## src/rtl/register.sv

```systemverilog
// ---------------------------------------------------------------------------
// register
//
// Generic D-type storage / pipeline stage. Captures `d` on every rising edge
// of `clk` and holds it on `q` until the next edge. An asynchronous,
// active-high `reset` forces `q` to RESET_VALUE immediately and keeps it
// there while asserted. Reset wins over a coincident clock edge.
//
// `q` comes straight from flops, so there is no combinational path from `d`.
// Reset release is not synchronized here; the integrator must provide a
// release synchronizer if `reset` is asynchronous to `clk`.
// ---------------------------------------------------------------------------
module register #(
  parameter int unsigned          WIDTH       = 7,
  parameter logic [WIDTH-1:0]     RESET_VALUE = {WIDTH{1'b0}}
) (
  input  logic             clk,
  input  logic             reset,
  input  logic [WIDTH-1:0] d,
  output logic [WIDTH-1:0] q
);

  // Storage flops: async load of RESET_VALUE, otherwise capture d each edge.
  // NOTE: sequential state uses non-blocking assignments so every flop samples
  // the pre-edge value of its inputs, and reset sits in the sensitivity list
  // so it acts without waiting for a clock edge.
  always_ff @(posedge clk or posedge reset) begin
    if (reset) begin
      q <= RESET_VALUE;
    end else begin
      q <= d;
    end
  end

endmodule

```

## config.mk

```make
export PLATFORM = sky130hd
export DESIGN_NAME = register
export DESIGN_NICKNAME = d
export VERILOG_FILES = /design/src/rtl/register.sv
export SDC_FILE = /design/constraint.sdc
export NUM_CORES = 1
export LEC_CHECK = 0
export ABC_AREA = 0
export BUFFER_PORTS_ARGS = -buffer_cell sky130_fd_sc_hd__buf_4
export CAP_MARGIN = 10
export CORE_AREA = 4 4 41 43
export CTS_BUF_LIST = sky130_fd_sc_hd__clkbuf_16
export CTS_CLUSTER_DIAMETER = 200
export CTS_CLUSTER_SIZE = 12
export DETAILED_ROUTE_END_ITERATION = 8
export DIE_AREA = 0 0 45 47
export MAX_ROUTING_LAYER = met4
export SLEW_MARGIN = 0
export SYNTH_ARGS = -nofsm -noshare
export SYNTH_HDL_FRONTEND = slang
export SYNTH_SLANG_ARGS = --single-unit
export TNS_END_PERCENT = 30
```

## constraint.sdc

```tcl
create_clock -name clk -period 0.8 [get_ports clk]
set_clock_uncertainty 0.1 [all_clocks]
set_input_delay 0.04 -clock clk [delete_from_list [all_inputs] [get_ports clk]]
set_output_delay 0.04 -clock clk [all_outputs]
set_load 0.02 [all_outputs]
```

==> results by group, run 1 <==
Outcome
  • Status: finished with violations
  • Failing checks: setup timing

Critical path
  • WS Path Type: flop to primary output
  • Cell depth of the worst setup path: 1
  • CP required: around 660 ps
  • WP data arrival: 730 ps
  • Sequence of cells on the critical path: buf_6
  • CP peak stage delay: 370 ps
  • Worst setup SP type: flop
  • Crit path buf inv count: 1
  • Worst setup EP type: primary output
  • CP max FO: 1
  • Slowest cell on crit path: dfrtp_1
  • Cell family with most CP delay: flip-flops

Floorplanning
  • Io pins: 16
  • CORE AREA: 1300 sq um
  • Die W: between 40 and 50 um
  • Row cnt: 13
  • Die area: approximately 2100 sq um
  • Die height: ~47 um
  • Initial Util: roughly 14%

Clock network
  • Clock-pin slew on the worst setup and hold paths: around 30 ps
  • Setup repair bufs after CTS: 0
  • Clk sink count: 7
  • CTS tree: yes
  • Root buffer cell: clkbuf_16
  • CTS Buffer Depth: 2
  • H-tree levels: 1
  • TritonCTS buffer count: 3

STA
  • Worst slew margin: between 80 and 90%
  • RSZ-0062 raised after global routing: yes
  • Min cycle time layout: between 800 and 900 ps
  • Least-Margin Pin Slew: 241 ps
  • Final WS setup: -66.3 ps
  • Final setup viols: 7
  • Hold_ws: a little under 200 ps
  • Tcrit/Tclk final: 108%
  • Max Slew Vio Count: 0
  • FMAX: 1150 MHz
  • Fin. Hold Viols: 0

Job
  • Number of max-cap violations: 0

Logic synthesis
  • Register area share after synthesis: between 90% and 100%
  • Syn Inst Count: 8
  • Library cells used by synthesis: 2
  • Ys Warns: 0
  • Synthesized area per cell: ~22 sq um
  • FF+latch count, synth: 7
  • Post-Syn Nets: 17
  • Largest area contributor in the netlist: dfrtp_1
  • Synth Cell Area: approximately 180 sq um
  • Synth top area share: 97.9%
  • Top cells by area, synth: dfrtp_1 (98%), inv_1 (2.1%)

Min path
  • Hold Path Class: input pin to async pin

Final layout
  • Finished Layout Cells: 50
  • Top reg by flops: q
  • Number of fill cells in the layout: ~130
  • Fin area: 495 sq um
  • Number of flip-flops under the largest register name: 7
  • Multi-input gate area: 0 sq um
  • Register area: around 180 sq um
  • Layout Nets: 45
  • Biggest regs: q x7
  • Synthesis-to-finish area growth: 177%
  • Diodes inserted: 0
  • Share of layout cells above drive strength 1: 51.4%
  • Multi-input gates: 0

Route
  • Post-Route WL: around 480 um
  • WL/cell: between 9 and 10 um
  • Vias: approximately 160
  • Detail Route Antenna Nets: 0
  • TritonRoute pass-1 iters: 1
  • DRT iter0 DRCs: 0
  • Residual DRC: 0
  • Mean number of vias per cell: 3.10

Placement
  • Port Buffer Count: 15
  • Dpl cells: 38
  • Area after DPL: approximately 310 sq um
  • GPL Wtd Cong: around 0.67

Global routing
  • First-pass GRT wire length: around 750 um
  • GRT Util Overall: approximately 6.7%
  • Vias in the first global route: roughly 170
  • Maximum number of pins on one net before global-route repair: 8
  • Initial antenna violation count: 0
  • Overflow after GRT: 0

Pwr
  • Final Power: about 1300 uW
  • P_leak: about 0.00024 uW
  • Power Density: between 2000 and 3000 nW/um^2
  • Worst VDD drop: about 0.0011 V
==> report_power, final <==
group | switching (uW) | internal [uW]
Combinational | 47.6 | 83.3
Clock | 175 | 649
Sequential | 7.85 | 374
==> Yosys cell counts <==
| cell | instances |
|---|---|
| dfrtp_1 | 7 |
| inv_1 | 1 |
==> layout make-up <==
cell class | count | area share [%]
Tap cell | 15 | 3.79
Timing Repair Buffer | 23 | 44.2
Inverter | 1 | 0.758
Clock buffer | 3 | 15.2
Clock inverter | 1 | 0.758
Sequential cell | 7 | 35.4
==> routing by layer <==
metal | up-vias | share of wire, % | GRT usage (%)
met5 | - | 0 | -
met4 | 0 | 6.4 | 10.5
met3 | 4 | 22 | 6.13
met2 | 19 | 28 | 5.37
met1 | 56 | 43 | 6.57
li1 | 76 | - | -
==> placed cells by master, fill, tap and decap left out <==
cell	instances
buf_4	8
buf_6	7
inv_1	2
clkbuf_16	3
dlygate4sd3_1	8
dfrtp_1	7
==> cell families (layout without fill, tap and decap cells) <==
| kind of cell | count (synthesis) | count (layout) | share of synthesized area [%] |
|---|---|---|---|
| buf+inv | 1 | 28 | 2.10 |
| flops | 7 | 7 | 97.9 |
==> repair_timing <==
action / in CTS / in global routing
endpoints found under the setup margin: 7 / 7
hold buffers: 8 / 0
gates resized for setup: 7 / 0
hold endpoints to repair: 14 / 0
==> metrics by stage <==
stage | utilization, % | setup slack (ps) | TNS (ps)
4_1_cts | 38.1 | -68.5 | -449
3_5_place_dp | 23.8 | 164 | 0
2_1_floorplan | - | 244 | 0
5_1_grt | 38.1 | -92.7 | -573
3_3_place_gp | 23.8 | 161 | 0
6_report | 38.1 | -66.3 | -411
==> final timing paths <==
check,slack [ps],from,end
max,-70,q[3]$_DFF_PP0_,q[3]
min,190,reset,q[6]$_DFF_PP0_
min in group clk,360,d[5],q[5]$_DFF_PP0_
max in group asynchronous,210,reset,q[1]$_DFF_PP0_
No activity file was read; power rests on OpenSTA's default activity.
==> run 2, diff against run 1 <==
SETUP_SLACK_MARGIN = 0.5   (was unset)
==> run 2 against run 1 <==
Net effect: the run ends with hold timing, setup timing left; worst hold slack got worse by 560 ps; sequential cell count stayed put; cell count shrank 16%; worst setup slack improved by 6.0 ps; die area stayed put; clock-buffer cell count is the same; non-clock buffer count decreased by 8; largest power group unchanged.
==> results by group, run 2 (synthesis gave the netlist of run 1 again) <==
Outcome
  • Status: finished with violations
  • Failing checks: hold timing, setup timing

Global routing
  • Met2 GRT Util: 3.67%
  • GR Util met1: 7.28%
  • GR peak layer: met4
  • First-pass GRT wire length: a little under 700 um
  • Maximum number of pins on one net before global-route repair: 8
  • Initial antenna violation count: 0
  • Overflow after GRT: 0
  • Vias in the first global route: between 100 and 150
  • GR Util met3: 6.13%
  • GRT Util Overall: roughly 6.4%

Final layout
  • Multi-input gates: 0
  • Biggest regs: q x7
  • Synthesis-to-finish area growth: 132%
  • Layout Nets: 37
  • Diodes inserted: 0
  • Commonest cells after routing, fill and taps aside: buf_4 (8), buf_6 (7), dfrtp_1 (7)
  • Top reg by flops: q
  • Most common cell after layout, fill and taps aside: buf_4
  • Share of layout cells above drive strength 1: between 60% and 70%
  • Multi-input gate area: 0 sq um
  • Final Util: a little under a third
  • Number of flip-flops under the largest register name: 7

Critical path
  • Sequence of cells on the critical path: buf_6
  • CP peak stage delay: 360 ps
  • Cell family with most CP delay: flip-flops
  • Worst setup SP type: flop
  • WS Path Type: flop to primary output
  • CP max FO: 1
  • CP required: 660 ps
  • Worst setup EP type: primary output
  • WP data arrival: 720 ps
  • Crit path buf inv count: 1
  • Slowest cell on crit path: dfrtp_1

STA
  • Final WS setup: -60.3 ps
  • Final setup viols: 7
  • Max Slew Vio Count: 0
  • Tcrit/Tclk final: 108%
  • Fin. Hold Viols: 14
  • RSZ-0062 raised after global routing: yes
  • Min cycle time layout: approximately 860 ps
  • FMAX: 1160 MHz
  • Hold_ws: -366 ps
  • Setup TNS: -402 ps
  • Least-Margin Pin Slew: 241 ps
  • Worst slew margin: a little over four fifths

Pwr
  • Power Density: 3140 nW/um^2
  • Total net switching power: approximately 220 uW
  • Comb power frac: 7.7%
  • Clock network fraction of total power: between 60 and 70%
  • Sequential share of power: between 20% and 30%
  • P_leak: around 0.00021 uW
  • Sw Share: approximately 17%
  • Worst VDD drop: between 0.001 and 0.0015 V
  • Int Power: about 1100 uW
  • Final Power: 1310 uW

Floorplanning
  • Die area: roughly 2100 sq um
  • Io pins: 16
  • Die W: around 45 um
  • Die height: 47 um
  • Row cnt: 13
  • CORE AREA: approximately 1300 sq um
  • Initial Util: approximately 14%

Route
  • TritonRoute pass-1 iters: 1
  • WL/cell: between 10 and 15 um
  • Vias: roughly 130
  • DRT iter0 DRCs: 0
  • Mean number of vias per cell: 3.02
  • Post-Route WL: between 400 and 500 um
  • Residual DRC: 0
  • Detail Route Antenna Nets: 0

Clock network
  • H-tree levels: 1
  • Clock-pin slew on the worst setup and hold paths: around 30 ps
  • Setup repair bufs after CTS: 0
  • TritonCTS buffer count: 3
  • Root buffer cell: clkbuf_16
  • CTS Buffer Depth: 2
  • Clk sink count: 7
  • CTS tree: yes

Min path
  • Hold Path Class: input pin to async pin

Job
  • Number of max-cap violations: 0

Placement
  • GPL Wtd Cong: ~0.67
  • Port Buffer Count: 15
==> run 2: stage by stage <==
step,cell area [sq um],cells,setup WS [ps]
final,415,42,-60.3
after global routing,415,42,-85.4
after CTS,415,42,-68.5
after detailed placement,310,38,164
after global placement,310,38,161
after floorplan,179,8,244
==> run 2: routing by layer <==
layer	part of all wire [%]	wire (um)
met1	50	219
met2	19	85
met3	23	102
met4	7.1	31
met5	0	0
==> run 2: worst max-delay path by stage <==
stage               endpoint      startpoint  cells after the start
global placement        q[6]  q[6]$_DFF_PP0_                      1
floorplan               q[0]  q[0]$_DFF_PP0_                      0
finish                  q[0]  q[0]$_DFF_PP0_                      1
detailed placement      q[3]  q[3]$_DFF_PP0_                      1
CTS                     q[4]  q[4]$_DFF_PP0_                      1
global route            q[0]  q[0]$_DFF_PP0_                      1
==> run 2: power by group through the flow <==
stage | combinational, uW | clock (uW) | sequential, uW
2_1_floorplan | 5.58 | 0 | 407
3_3_place_gp | 90.0 | 0 | 383
3_5_place_dp | 91.6 | 0 | 383
4_1_cts | 103 | 842 | 382
5_1_grt | 106 | 870 | 384
6_report | 100 | 823 | 382
==> run 2: layout make-up <==
type,count,area [sq um]
clock buffers,3,75.1
well taps,15,18.8
flip-flops and latches,7,175
fillers,142,886
clock inverters,1,3.75
repair buffers,15,139
inverters,1,3.75
==> run 2: timing repair <==
| item | in CTS | in global routing |
|---|---|---|
| endpoints found under the hold margin | 14 | 14 |
| gates resized for setup | 7 | 0 |
| setup endpoints to repair | 7 | 7 |
==> run 3, diff against run 2 <==
CORE_AREA = 3 3 40 42   (was 4 4 41 43)
DIE_AREA = 0 0 43 45   (was 0 0 45 47)
==> run 3 against run 2 <==
Net effect: the run still ends with hold timing, setup timing left; routed wire length is 1.1% higher; via count is 2.4% higher; sequential power hardly changed; first-iteration DRC count is 1 higher; maximum frequency is 1.2% lower; clock-buffer cell count stayed put; critical path depth stayed put; die area is 8.5% lower; highest routed layer is now met3; critical endpoint is now q[6]; worst hold slack better by 3.7 ps; clock power is 1% lower.
==> results by group, run 3 (synthesis gave the netlist of run 1 again) <==
Outcome
  • Status: finished with violations
  • Failing checks: hold timing, setup timing

Critical path
  • CP peak stage delay: approximately 370 ps
  • Worst setup SP type: flop
  • WP data arrival: around 730 ps
  • Sequence of cells on the critical path: buf_6
  • Crit path buf inv count: 1
  • WS Path Type: flop to primary output
  • CP required: ~660 ps
  • Cell family with most CP delay: flip-flops
  • Slowest cell on crit path: dfrtp_1
  • CP max FO: 1
  • Worst setup EP type: primary output

STA
  • Min cycle time layout: 871 ps
  • Tcrit/Tclk final: 109%
  • Final WS setup: -70.9 ps
  • Fin. Hold Viols: 14
  • Worst slew margin: a little over four fifths
  • Least-Margin Pin Slew: around 240 ps
  • Final setup viols: 7
  • Max Slew Vio Count: 0
  • Hold_ws: -362 ps
  • FMAX: 1150 MHz
  • RSZ-0062 raised after global routing: yes
  • Setup TNS: -421 ps

Floorplanning
  • Initial Util: between 10% and 20%
  • Die area: 1940 sq um
  • Die height: between 40 and 50 um
  • Die W: roughly 43 um
  • Io pins: 16
  • CORE AREA: ~1300 sq um
  • Row cnt: 13

Final layout
  • Top reg by flops: q
  • Layout Nets: 37
  • Multi-input gate area: 0 sq um
  • Number of flip-flops under the largest register name: 7
  • Synthesis-to-finish area growth: 132%
  • Commonest cells after routing, fill and taps aside: buf_4 (8), buf_6 (7), dfrtp_1 (7)
  • Biggest regs: q x7
  • Multi-input gates: 0
  • Diodes inserted: 0
  • Share of layout cells above drive strength 1: about 67%
  • Most common cell after layout, fill and taps aside: buf_4

Placement
  • Port Buffer Count: 15
  • GPL Wtd Cong: between 0.6 and 0.7

Route
  • Vias: 130
  • DRT iter0 DRCs: 1
  • TritonRoute pass-1 iters: 2
  • Mean number of vias per cell: just over 3
  • Post-Route WL: around 440 um
  • WL/cell: about 11 um
  • Residual DRC: 0
  • Detail Route Antenna Nets: 0

Global routing
  • Vias in the first global route: between 150 and 200
  • GRT Util Overall: 6.15%
  • Initial antenna violation count: 0
  • Maximum number of pins on one net before global-route repair: 8
  • First-pass GRT wire length: around 720 um
  • Overflow after GRT: 0

Clock network
  • CTS tree: yes
  • Clk sink count: 7
  • H-tree levels: 1
  • TritonCTS buffer count: 3
  • Clock-pin slew on the worst setup and hold paths: approximately 30 ps
  • Setup repair bufs after CTS: 0
  • Root buffer cell: clkbuf_16
  • CTS Buffer Depth: 2

Pwr
  • Sw Share: 16.7%
  • Sequential share of power: 29.5%
  • Int Power: around 1100 uW
  • P_leak: between 0.0002 and 0.00025 uW
  • Total net switching power: about 220 uW
  • Comb power frac: under 10%
  • Worst VDD drop: 0.000784 V
  • Power Density: 3120 nW/um^2
  • Clock network fraction of total power: 62.8%

Min path
  • Hold Path Class: input pin to async pin

Job
  • Number of max-cap violations: 0
run 3: power groups by stage:
stage	combinational (uW)	clock (uW)	sequential (uW)
finish	99.4	815	383
global route	106	850	385
global placement	89.5	0	383
detailed placement	90.3	0	384
floorplan	5.58	0	407
CTS	102	832	383
run 3: layer usage:
layer | vias to the layer above | routed length [um] | GRT usage [%]
li1 | 60 | - | -
met4 | 0 | 0 | 7.23
met2 | 16 | 147 | 5.69
met3 | 0 | 61 | 3.59
met5 | - | 0 | -
met1 | 54 | 235 | 7.69
run 3: path summary, 6_finish.rpt:
check                                from  slack (ps)  cells past startpoint              to
setup / recovery           q[6]$_DFF_PP0_         -70                      1            q[6]
hold / removal                      reset        -360                      2  q[3]$_DFF_PP0_
max in group asynchronous           reset         770                      2  q[6]$_DFF_PP0_
min in group clk                     d[2]        -180                      1  q[2]$_DFF_PP0_
run 3: per-stage QoR:
step | total power, uW | setup WS [ps] | util (%) | instance area (sq um) | instances
after global routing | 1340 | -87.7 | 32.3 | 415 | 42
final | 1300 | -70.9 | 32.3 | 415 | 42
after global placement | 473 | 160 | 24.1 | 310 | 38
after detailed placement | 474 | 161 | 24.1 | 310 | 38
after CTS | 1320 | -81.1 | 32.3 | 415 | 42
after floorplan | 413 | 244 | - | 179 | 8
run 3: cell type report:
type	count	area, sq um
timing repair buffer	15	139
clock inverter	1	3.75
tap	15	18.8
clock buffer	3	75.1
fill	133	870
sequential	7	175
inverter	1	3.75
run 3: repair_timing:
| action | 4_1_cts | 5_1_grt |
|---|---|---|
| endpoints found under the setup margin | 7 | 7 |
| pin swaps | 0 | 0 |
| resized for setup | 7 | 0 |
| gates cloned | 0 | 0 |
| endpoints found under the hold margin | 14 | 14 |
